===== src/rtl/mem_access_pkg.sv =====
// mem_access_pkg
// Shared pipeline types for the ucrv32 memory-access stage: access size,
// memory-stage FSM state, writeback source, and store lane helpers.
// Used by: mem_access, mem_access_load_align.
package mem_access_pkg;

  typedef enum logic [1:0] {
    MEM_B = 2'd0,
    MEM_H = 2'd1,
    MEM_W = 2'd2
  } mem_size_t;

  typedef enum logic [1:0] {
    ST_IDLE = 2'd0,
    ST_REQ  = 2'd1,
    ST_WAIT = 2'd2
  } mem_state_t;

  typedef enum logic [1:0] {
    WB_ALU = 2'd0,
    WB_MEM = 2'd1,
    WB_PC4 = 2'd2
  } wb_source_type;

  // Byte enables from size and the low address bits. Half uses only addr[1],
  // so a misaligned half still lands on a legal half lane.
  function automatic logic [3:0] lane_be(input mem_size_t size, input logic [1:0] addr);
    case (size)
      MEM_B:   return 4'b0001 << addr;
      MEM_H:   return 4'b0011 << {addr[1], 1'b0};
      default: return 4'b1111;
    endcase
  endfunction

  // Replicate the store operand across all lanes; byte enables pick the lane.
  function automatic logic [31:0] lane_wdata(input mem_size_t size, input logic [31:0] data);
    case (size)
      MEM_B:   return {4{data[7:0]}};
      MEM_H:   return {2{data[15:0]}};
      default: return data;
    endcase
  endfunction

endpackage


===== src/rtl/mem_access_load_align.sv =====
// mem_access_load_align
// Combinational load-data alignment: picks the byte/half lane addressed by
// addr_i and sign- or zero-extends it to 32 bits. Word loads pass through.
// Ports:
//   rdata_i    in  32  raw bus read data
//   addr_i     in  2   low address bits of the access
//   size_i     in  mem_size_t
//   unsigned_i in  1   zero-extend instead of sign-extend
//   data_o     out 32  aligned, extended load value
module mem_access_load_align
  import mem_access_pkg::*;
(
  input  logic [31:0] rdata_i,
  input  logic [1:0]  addr_i,
  input  mem_size_t   size_i,
  input  logic        unsigned_i,
  output logic [31:0] data_o
);

  logic [7:0]  byte_v;
  logic [15:0] half_v;

  always_comb begin
    byte_v = rdata_i[{addr_i, 3'b000} +: 8];
    half_v = addr_i[1] ? rdata_i[31:16] : rdata_i[15:0];
    case (size_i)
      MEM_B:   data_o = {{24{byte_v[7] & ~unsigned_i}}, byte_v};
      MEM_H:   data_o = {{16{half_v[15] & ~unsigned_i}}, half_v};
      default: data_o = rdata_i;
    endcase
  end

endmodule


===== src/rtl/mem_access.sv =====
// mem_access
// Memory-access stage of the ucrv32 pipeline. Issues loads/stores on a
// req/gnt/rvalid data bus, stalls upstream while a transaction is open,
// aligns load data and registers all results into the MEM/WB boundary.
// Optional build macro: MEM_MISALIGN_CHECK_EN (trap misaligned half/word
// accesses locally instead of issuing them; drives misalign_o).
// Ports:
//   clk_i, rst_i (async, active-high)
//   execute bundle in : valid_i, alu_result_i, rs2_data_i, rd_i, alu_zero_i,
//                       branch_i, jmp_i, memread_en_i, memwrite_en_i,
//                       mem_size_i, mem_unsigned_i, wb_en_i, wb_src_i,
//                       pc_4_i, pc_imm_i
//   stall_o            : hold upstream pipeline register
//   data bus           : dmem_req_o, dmem_we_o, dmem_addr_o, dmem_wdata_o,
//                        dmem_be_o, dmem_gnt_i, dmem_rvalid_i, dmem_rdata_i
//   MEM/WB out         : valid_o, wb_en_o, rd_o, wb_src_o, alu_result_o,
//                        load_data_o, pc_4_o, redirect_o, redirect_target_o,
//                        misalign_o
//
// state   | meaning
// --------+-----------------------------------------------------------
// ST_IDLE | accept bundle; non-mem ops complete here in one cycle
// ST_REQ  | dmem_req_o high until granted; stores complete on grant
// ST_WAIT | load granted, waiting for rvalid; completes on rvalid
module mem_access
  import mem_access_pkg::*;
(
  input  logic          clk_i,
  input  logic          rst_i,
  input  logic          valid_i,
  input  logic [31:0]   alu_result_i,
  input  logic [31:0]   rs2_data_i,
  input  logic [4:0]    rd_i,
  input  logic          alu_zero_i,
  input  logic          branch_i,
  input  logic          jmp_i,
  input  logic          memread_en_i,
  input  logic          memwrite_en_i,
  input  mem_size_t     mem_size_i,
  input  logic          mem_unsigned_i,
  input  logic          wb_en_i,
  input  wb_source_type wb_src_i,
  input  logic [31:0]   pc_4_i,
  input  logic [31:0]   pc_imm_i,
  output logic          stall_o,
  output logic          dmem_req_o,
  output logic          dmem_we_o,
  output logic [31:0]   dmem_addr_o,
  output logic [31:0]   dmem_wdata_o,
  output logic [3:0]    dmem_be_o,
  input  logic          dmem_gnt_i,
  input  logic          dmem_rvalid_i,
  input  logic [31:0]   dmem_rdata_i,
  output logic          valid_o,
  output logic          wb_en_o,
  output logic [4:0]    rd_o,
  output wb_source_type wb_src_o,
  output logic [31:0]   alu_result_o,
  output logic [31:0]   load_data_o,
  output logic [31:0]   pc_4_o,
  output logic          redirect_o,
  output logic [31:0]   redirect_target_o,
  output logic          misalign_o
);

  mem_state_t state_q, state_d;

  // Transaction latched on entry to ST_REQ
  logic [31:0]   lat_addr_q;
  logic [31:0]   lat_wdata_q;
  logic [3:0]    lat_be_q;
  mem_size_t     lat_size_q;
  logic          lat_uns_q;
  logic          lat_load_q;
  logic [4:0]    lat_rd_q;
  logic          lat_wb_en_q;
  wb_source_type lat_wb_src_q;
  logic [31:0]   lat_pc_4_q;
  logic          lat_redir_q;
  logic [31:0]   lat_target_q;

  // MEM/WB registers
  logic          valid_q;
  logic          wb_en_q;
  logic [4:0]    rd_q;
  wb_source_type wb_src_q;
  logic [31:0]   alu_result_q;
  logic [31:0]   load_data_q;
  logic [31:0]   pc_4_q;
  logic          redirect_q;
  logic [31:0]   target_q;

  logic        mem_op;
  logic        misalign_in;
  logic        start;
  logic        done_store;
  logic        done_load;
  logic        redir_in;
  logic [31:0] load_aligned;

  assign mem_op   = memread_en_i | memwrite_en_i;
  assign redir_in = (branch_i & alu_zero_i) | jmp_i;

`ifdef MEM_MISALIGN_CHECK_EN
  assign misalign_in = valid_i & mem_op &
                       (((mem_size_i == MEM_H) & alu_result_i[0]) |
                        ((mem_size_i == MEM_W) & (alu_result_i[1:0] != 2'b00)));
`else
  assign misalign_in = 1'b0;
`endif

  assign start      = (state_q == ST_IDLE) & valid_i & mem_op & ~misalign_in;
  // rvalid is only looked at in ST_WAIT, so one coincident with grant is dropped
  assign done_store = (state_q == ST_REQ) & dmem_gnt_i & ~lat_load_q;
  assign done_load  = (state_q == ST_WAIT) & dmem_rvalid_i;

  assign stall_o = start
                 | ((state_q == ST_REQ) & ~done_store)
                 | ((state_q == ST_WAIT) & ~done_load);

  always_comb begin
    state_d = state_q;
    case (state_q)
      ST_IDLE: if (start) state_d = ST_REQ;
      ST_REQ:  if (dmem_gnt_i) state_d = lat_load_q ? ST_WAIT : ST_IDLE;
      ST_WAIT: if (dmem_rvalid_i) state_d = ST_IDLE;
      default: state_d = ST_IDLE;
    endcase
  end

  always_ff @(posedge clk_i or posedge rst_i) begin
    if (rst_i) state_q <= ST_IDLE;
    else       state_q <= state_d;
  end

  always_ff @(posedge clk_i or posedge rst_i) begin
    if (rst_i) begin
      lat_addr_q   <= '0;
      lat_wdata_q  <= '0;
      lat_be_q     <= '0;
      lat_size_q   <= MEM_B;
      lat_uns_q    <= 1'b0;
      lat_load_q   <= 1'b0;
      lat_rd_q     <= '0;
      lat_wb_en_q  <= 1'b0;
      lat_wb_src_q <= WB_ALU;
      lat_pc_4_q   <= '0;
      lat_redir_q  <= 1'b0;
      lat_target_q <= '0;
    end else if (start) begin
      lat_addr_q   <= alu_result_i;
      lat_wdata_q  <= lane_wdata(mem_size_i, rs2_data_i);
      lat_be_q     <= lane_be(mem_size_i, alu_result_i[1:0]);
      lat_size_q   <= mem_size_i;
      lat_uns_q    <= mem_unsigned_i;
      lat_load_q   <= memread_en_i;
      lat_rd_q     <= rd_i;
      lat_wb_en_q  <= wb_en_i;
      lat_wb_src_q <= wb_src_i;
      lat_pc_4_q   <= pc_4_i;
      lat_redir_q  <= redir_in;
      lat_target_q <= pc_imm_i;
    end
  end

  mem_access_load_align u_load_align (
    .rdata_i    (dmem_rdata_i),
    .addr_i     (lat_addr_q[1:0]),
    .size_i     (lat_size_q),
    .unsigned_i (lat_uns_q),
    .data_o     (load_aligned)
  );

  // Data fields hold while stalled; valid/wb_en/redirect are cleared so a
  // held value is never consumed twice downstream.
  always_ff @(posedge clk_i or posedge rst_i) begin
    if (rst_i) begin
      valid_q      <= 1'b0;
      wb_en_q      <= 1'b0;
      rd_q         <= '0;
      wb_src_q     <= WB_ALU;
      alu_result_q <= '0;
      load_data_q  <= '0;
      pc_4_q       <= '0;
      redirect_q   <= 1'b0;
      target_q     <= '0;
    end else if ((state_q == ST_IDLE) && valid_i && !start) begin
      valid_q      <= 1'b1;
      wb_en_q      <= wb_en_i & ~misalign_in;
      rd_q         <= rd_i;
      wb_src_q     <= wb_src_i;
      alu_result_q <= alu_result_i;
      pc_4_q       <= pc_4_i;
      redirect_q   <= redir_in;
      target_q     <= pc_imm_i;
    end else if (done_store || done_load) begin
      valid_q      <= 1'b1;
      wb_en_q      <= lat_wb_en_q;
      rd_q         <= lat_rd_q;
      wb_src_q     <= lat_wb_src_q;
      alu_result_q <= lat_addr_q;
      pc_4_q       <= lat_pc_4_q;
      redirect_q   <= lat_redir_q;
      target_q     <= lat_target_q;
      if (done_load) load_data_q <= load_aligned;
    end else begin
      valid_q    <= 1'b0;
      wb_en_q    <= 1'b0;
      redirect_q <= 1'b0;
    end
  end

`ifdef MEM_MISALIGN_CHECK_EN
  logic misalign_q;

  always_ff @(posedge clk_i or posedge rst_i) begin
    if (rst_i)                  misalign_q <= 1'b0;
    else if (state_q == ST_IDLE) misalign_q <= misalign_in;
    else                        misalign_q <= 1'b0;
  end

  assign misalign_o = misalign_q;
`else
  assign misalign_o = 1'b0;
`endif

  assign dmem_req_o   = (state_q == ST_REQ);
  assign dmem_we_o    = dmem_req_o & ~lat_load_q;
  assign dmem_addr_o  = {lat_addr_q[31:2], 2'b00};
  assign dmem_wdata_o = lat_wdata_q;
  assign dmem_be_o    = dmem_req_o ? lat_be_q : 4'b0000;

  assign valid_o           = valid_q;
  assign wb_en_o           = wb_en_q;
  assign rd_o              = rd_q;
  assign wb_src_o          = wb_src_q;
  assign alu_result_o      = alu_result_q;
  assign load_data_o       = load_data_q;
  assign pc_4_o            = pc_4_q;
  assign redirect_o        = redirect_q;
  assign redirect_target_o = target_q;

endmodule


===== config.mk =====
export PLATFORM = sky130hd
export DESIGN_NAME = mem_access
export DESIGN_NICKNAME = d
export VERILOG_FILES = /design/src/rtl/mem_access_pkg.sv /design/src/rtl/mem_access_load_align.sv /design/src/rtl/mem_access.sv
export SDC_FILE = /design/constraint.sdc
export NUM_CORES = 1
export LEC_CHECK = 0
export ABC_AREA = 1
export CORE_ASPECT_RATIO = 0.9
export CORE_MARGIN = 1.5
export CORE_UTILIZATION = 48
export DETAILED_ROUTE_END_ITERATION = 8
export GPL_ROUTABILITY_DRIVEN = 0
export PLACE_DENSITY = 0.83
export SLEW_MARGIN = 20
export SYNTH_ARGS = -nofsm -noshare
export SYNTH_HDL_FRONTEND = slang
export SYNTH_SLANG_ARGS = --single-unit

===== constraint.sdc =====
create_clock -name clk_i -period 13.1 [get_ports clk_i]
set_input_delay 2.62 -clock clk_i [delete_from_list [all_inputs] [get_ports clk_i]]
set_output_delay 2.62 -clock clk_i [all_outputs]
set_load 0.01 [all_outputs]

; ---- After elaboration in Yosys (flattened, before gate mapping)
; Index checks and enable logic that the tools add are counted.
[totals]
word_cells = 88
regBits = 285
[op_classes]
n_bitwise = 20
mux = 26
shift = 3
eq_ne = 7
n_reduce_logical = 10
[op_table]
columns = cell, count
row1 = $mux W32, 6
row2 = $pmux W32 S2, 2
row3 = $shiftx A32 B6 Y8, 1
row4 = $mux W16, 1
row5 = $mux W2, 6
row6 = $and A1 B1 Y1, 11
row7 = $mux W5, 2
row8 = $pmux W4 S2, 1
row9 = $eq A2 B1 Y1 const B, 3
row10 = $logic_not A2 Y1, 3
row11 = $mux W1, 6
row12 = $pmux W2 S3, 1
row13 = $reduce_and A3 Y1, 2
row14 = $not A1 Y1, 5
row15 = $mux W4, 1
row16 = $ne A2 B2 Y1 const B, 2
row17 = $or A1 B1 Y1, 4
row18 = $shl A1 B2 Y4 const A, 1
row19 = $shl A2 B2 Y4 const A, 1
row20 = $eq A2 B2 Y1 const B, 1
row21 = $logic_and A1 B1 Y1, 2
row22 = $ne A2 B1 Y1 const B, 1
row23 = $reduce_bool A2 Y1, 1
row24 = $logic_not A1 Y1, 1
row25 = $logic_or A1 B1 Y1, 1

; ---- Longest topological paths before layout
[depth]
ltp_word = 7
ltp_mapped = 10
depth_no_buf = 9

; ---- By module
; A second synthesis with hierarchy kept.
[hier_totals]
hier_cells = 1866
hier_area_um2 = 14279.9
[modules_own_cells]
columns = mod, n_inst, seq_area_each_um2, area_each_um2, cells_each
row1 = mem_access, 1, 7131.8, 13359.1, 1712
row2 = mem_access_load_align, 1, 0.0, 920.9, 154

; ---- Least setup slack after synthesis
; No wires, ideal clock.
[synth_path]
path_type = input-to-output
start = input port valid_i
end = output port stall_o
path_stages = 7
path_buffers = 3
arrival_ps = 3550
setup_slack_ps = 6930
cell_sequence = inv_1 -> nor3_2 -> o21ai_1 -> buf_2 -> buf_4 -> buf_2 -> nand3b_1
[synth_between]
elab_chain_cells = 4
[synth_rtl]
columns = item, line
row1 = start: declaration, mem_access.sv:30  ; input logic valid_i,
row2 = $and A1 B1 Y1 (2 in a row), mem_access.sv:112  ; assign start = (state_q == ST_IDLE) & valid_i & mem_op & ~misalign_in;
row3 = $or A1 B1 Y1, mem_access.sv:118  ; | ((state_q == ST_REQ) & ~done_store)
row4 = $or A1 B1 Y1, mem_access.sv:119  ; | ((state_q == ST_WAIT) & ~done_load);
row5 = end: declaration, mem_access.sv:45  ; output logic stall_o,
; No other way between the ends.

; ---- Worst setup path after layout
; Ends and elaborated chain as after synthesis.

==> summary.txt <==
STA
  • Final Max Tran Viols: 0
  • Hold slack final: 0.476 ns
  • Maximum achievable frequency: 136 MHz
  • Final-report hold violation count: 0
  • Sum Neg Setup Slack: 0 ns
  • Worst slew margin relative to its limit: 28.5%
  • Shortest period the worst path allows: 7.33 ns
  • Final-report setup violation count: 0
  • Worst-case setup margin in the final layout: 5.77 ns
  • Least-Margin Pin Slew: 1.07 ns
  • Unrepaired setup endpoints after global routing: no
  • Final worst-path cycle share: 56.0%
  • Clock Skew: 0.00668 ns

Route
  • Starting DRC count in detailed routing: 974
  • Via Count: 12200
  • Antenna-violating nets left: 0
  • Number of vias per cell after detailed routing: 5.18
  • Remaining DRCs: 0
  • Overall routed net length: 37500 um
  • Drt wl/cell: 15.9 um
  • Number of detailed-routing iterations run before antenna repair: 5

Floorplanning
  • Chip Height: 161 um
  • Die area: 0.0287 mm^2
  • Row count: 57
  • Width of the die: 178 um
  • Total I/O pin count: 391
  • Core Footprint: 0.0271 mm^2
  • Starting density of the core: 49.0%

Placement
  • Placed Instance Area: 0.0171 mm^2
  • Number of port buffers: 387
  • Post-placement worst setup slack: 5.73 ns
  • Detail Placement HPWL: 24800 um

Synthesis
  • Number of synthesized register bits: 285
  • Combinational family with the most area after synthesis: simple AND/OR/NAND/NOR gates
  • Number of warnings printed during yosys synthesis: 0
  • Mapped Area: 0.0133 mm^2
  • Adder-cell area share of the yosys netlist: 0%
  • Share of the synthesized netlist area taken by xor and xnor gates: 0%
  • Proportion of synthesized area in mux cells: 0%
  • Post-synthesis cell count: 1692
  • Average cell area after synthesis: 7.85 um^2
  • Fraction of the mapped netlist area in compound gates: 12.5%
  • Distinct cell type count of the synthesized netlist: 30
  • Sequential fraction of the synthesis area: 53.7%
  • Area share of and/or/nand/nor cells after synthesis: 23.8%

Worst setup path
  • Critical path's largest stage delay: 0.55 ns
  • Maximum net fanout on the critical path: 266
  • Worst flop-to-flop path endpoint: redirect_target_o[22]$_DFFE_PP0P_
  • Crit-path most repeated cell: clkdlybuf4s50_1
  • Beginning of the worst register-to-register path: state_q[0]$_DFFE_PP0P_
  • Startpoint Class: primary input
  • Crit-path cells: clkdlybuf4s50_1 -> inv_1 -> nor3_2 -> o21ai_4 -> buf_12 -> nand3b_1 -> clkdlybuf4s50_1
  • Crit Path Class: in -> out
  • Crit-path slowest cell: clkdlybuf4s50_1
  • Crit. End Element: output pin
  • Required time worst endpoint: 10.48 ns
  • Data arrival time at the worst-slack endpoint: 4.71 ns
  • Worst R2R Setup Slack: 9.34 ns
  • Number of cell instances on the worst register-to-register path: 8

Clock tree
  • Maximum buffer depth of the clock tree: 3
  • Num CTS Buffers: 30
  • Depth of the CTS H-tree: 1
  • Gates resized, CTS repair: 0
  • Source-to-sink clock delay at the later pin of the worst-skew pair: 0.54 ns
  • Number of buffers inserted by hold repair at cts: 0
  • Post-CTS Setup Inserts: 0
  • Clock-pin transition on the worst setup and hold timing paths: 0.06 ns
  • CTS Root Cell: clkbuf_16
  • Count of clock tree sinks: 285
  • Clock tree from TritonCTS: done

Global route
  • Vias in the first global route: 11700
  • Global-route total usage across every layer: 25.8%
  • First-pass GRT wire length: 59500 um
  • Maximum number of pins on one net before global-route repair: 267
  • Overflow after GRT: 0
  • Initial antenna violation count: 3

Pwr
  • Worst vdd ir: 0.151 mV
  • Total Power Consumption: 4.27 mW
  • Ratio of total power to cell area: 236 mW/mm^2
  • Leakage Power: 9.02 nW

Worst hold path
  • Hold path cells: 2
  • Worst min path class: reg -> reg
  • Hold path startpoint: dmem_wdata_o[28]$_DFFE_PP0P_
  • Terminating pin of the worst hold path: dmem_wdata_o[28]$_DFFE_PP0P_

Final layout
  • Layout area overhead: 36.2%
  • Final Net Count: 2166
  • Final design instance area without fill: 0.0181 mm^2
  • Layout cell share with drive strength beyond 1: 4.98%

Flow run
  • Number of max-cap violations: 0

Outcome
  • Status: complete, no violations
## where the power goes
| part | switching (mW) | total, mW | internal, mW |
|---|---|---|---|
| logic | 0.989 | 1.88 | 0.886 |
| clock network | 0.347 | 0.873 | 0.526 |
| registers | 0.241 | 1.53 | 1.28 |
## cells in the mapped netlist, drive strengths merged
| cell | count | area, um^2 |
|---|---|---|
| nand2 | 591 | 2220 |
| dfrtp | 285 | 7130 |
| o21ai | 262 | 1310 |
| inv | 163 | 612 |
| nand3 | 131 | 661 |
| buf | 85 | 500 |
| a21oi | 63 | 319 |
| clkbuf | 55 | 206 |
| or2 | 24 | 150 |
| nor2 | 23 | 98.8 |
| nor3 | 2 | 26.3 |
| a21o | 1 | 7.51 |
| clkinv | 1 | 3.75 |
| conb | 1 | 3.75 |
| nand3b | 1 | 7.51 |
| o21a | 1 | 7.51 |
| o21bai | 1 | 7.51 |
| o22a | 1 | 8.76 |
| o22ai | 1 | 6.26 |
## metal layers
layer  up-vias  global-route usage [%]  wire, um
li1       5904                       -         -
met3       115                    4.52      2710
met1      5718                    33.9     15500
met5         -                       0        13
met4         2                    12.3      1860
met2       498                    41.3     17400
## logic make-up (layout without fill, tap and decap cells)
logic type      after synthesis  in the layout
flops                       285            285
other cells                   1              5
buf+inv                     304            617
simple gates                772            772
compound gates              330            330
## critical path, delay by kind of cell
family / cells / cell delay [ns]
AO/OA/AOI/OAI: 1 / 0.12
buffers and inverters: 4 / 1.39
AND/OR/NAND/NOR: 2 / 0.55
## layout make-up
cell class | instances | area (um^2)
fill | 2138 | 8990
sequential | 285 | 7130
multi-input combinational | 1105 | 4880
timing repair buffer | 399 | 4000
clock buffer | 47 | 936
inverter | 164 | 623
tap | 354 | 443
clock inverter | 7 | 90.1
antenna | 2 | 5.00
## layout by cell type (no fill, tap or decap), types with 2 or more instances in the layout
master,n
a21oi_1,62
buf_4,9
bufinv_16,2
clkbuf_1,6
clkbuf_16,31
clkbuf_8,10
clkdlybuf4s50_1,387
clkinv_2,3
clkinvlp_4,2
conb_1,3
dfrtp_1,285
diode_2,2
inv_1,156
inv_2,6
nand2_1,589
nand3_1,130
nor2_1,20
nor2_2,2
o21ai_0,99
o21ai_1,162
or2_2,23
## how the worst max path moves through the flow
stage	slack, ns	cells after the start	to	startpoint
after floorplan	2.62	1	alu_result_o[0]$_DFFE_PP0P_	rst_i
after global placement	5.74	7	stall_o	valid_i
after detailed placement	5.73	7	stall_o	valid_i
after CTS	5.71	7	stall_o	valid_i
after global routing	5.58	5	stall_o	memwrite_en_i
final	5.77	7	stall_o	valid_i
## stage by stage
step / util, % / cells
detailed placement: 63.0 / 2307
global placement: 62.9 / 2306
floorplan: - / 1694
finish: 66.8 / 2363
CTS: 66.8 / 2361
global route: 66.8 / 2363
## flip-flops by register name (all words and copies together) (netlist names), 2 cells and up
register           flops
dmem_wdata_o          32
lat_pc_4_q            32
lat_be_q               4
lat_size_q             2
lat_wb_src_q           2
pc_4_o                32
state_q                2
redirect_target_o     32
lat_target_q          32
lat_rd_q               5
wb_src_o               2
alu_result_o          32
rd_o                   5
lat_addr_q            32
load_data_o           32
(Power assumes the default switching activity.)
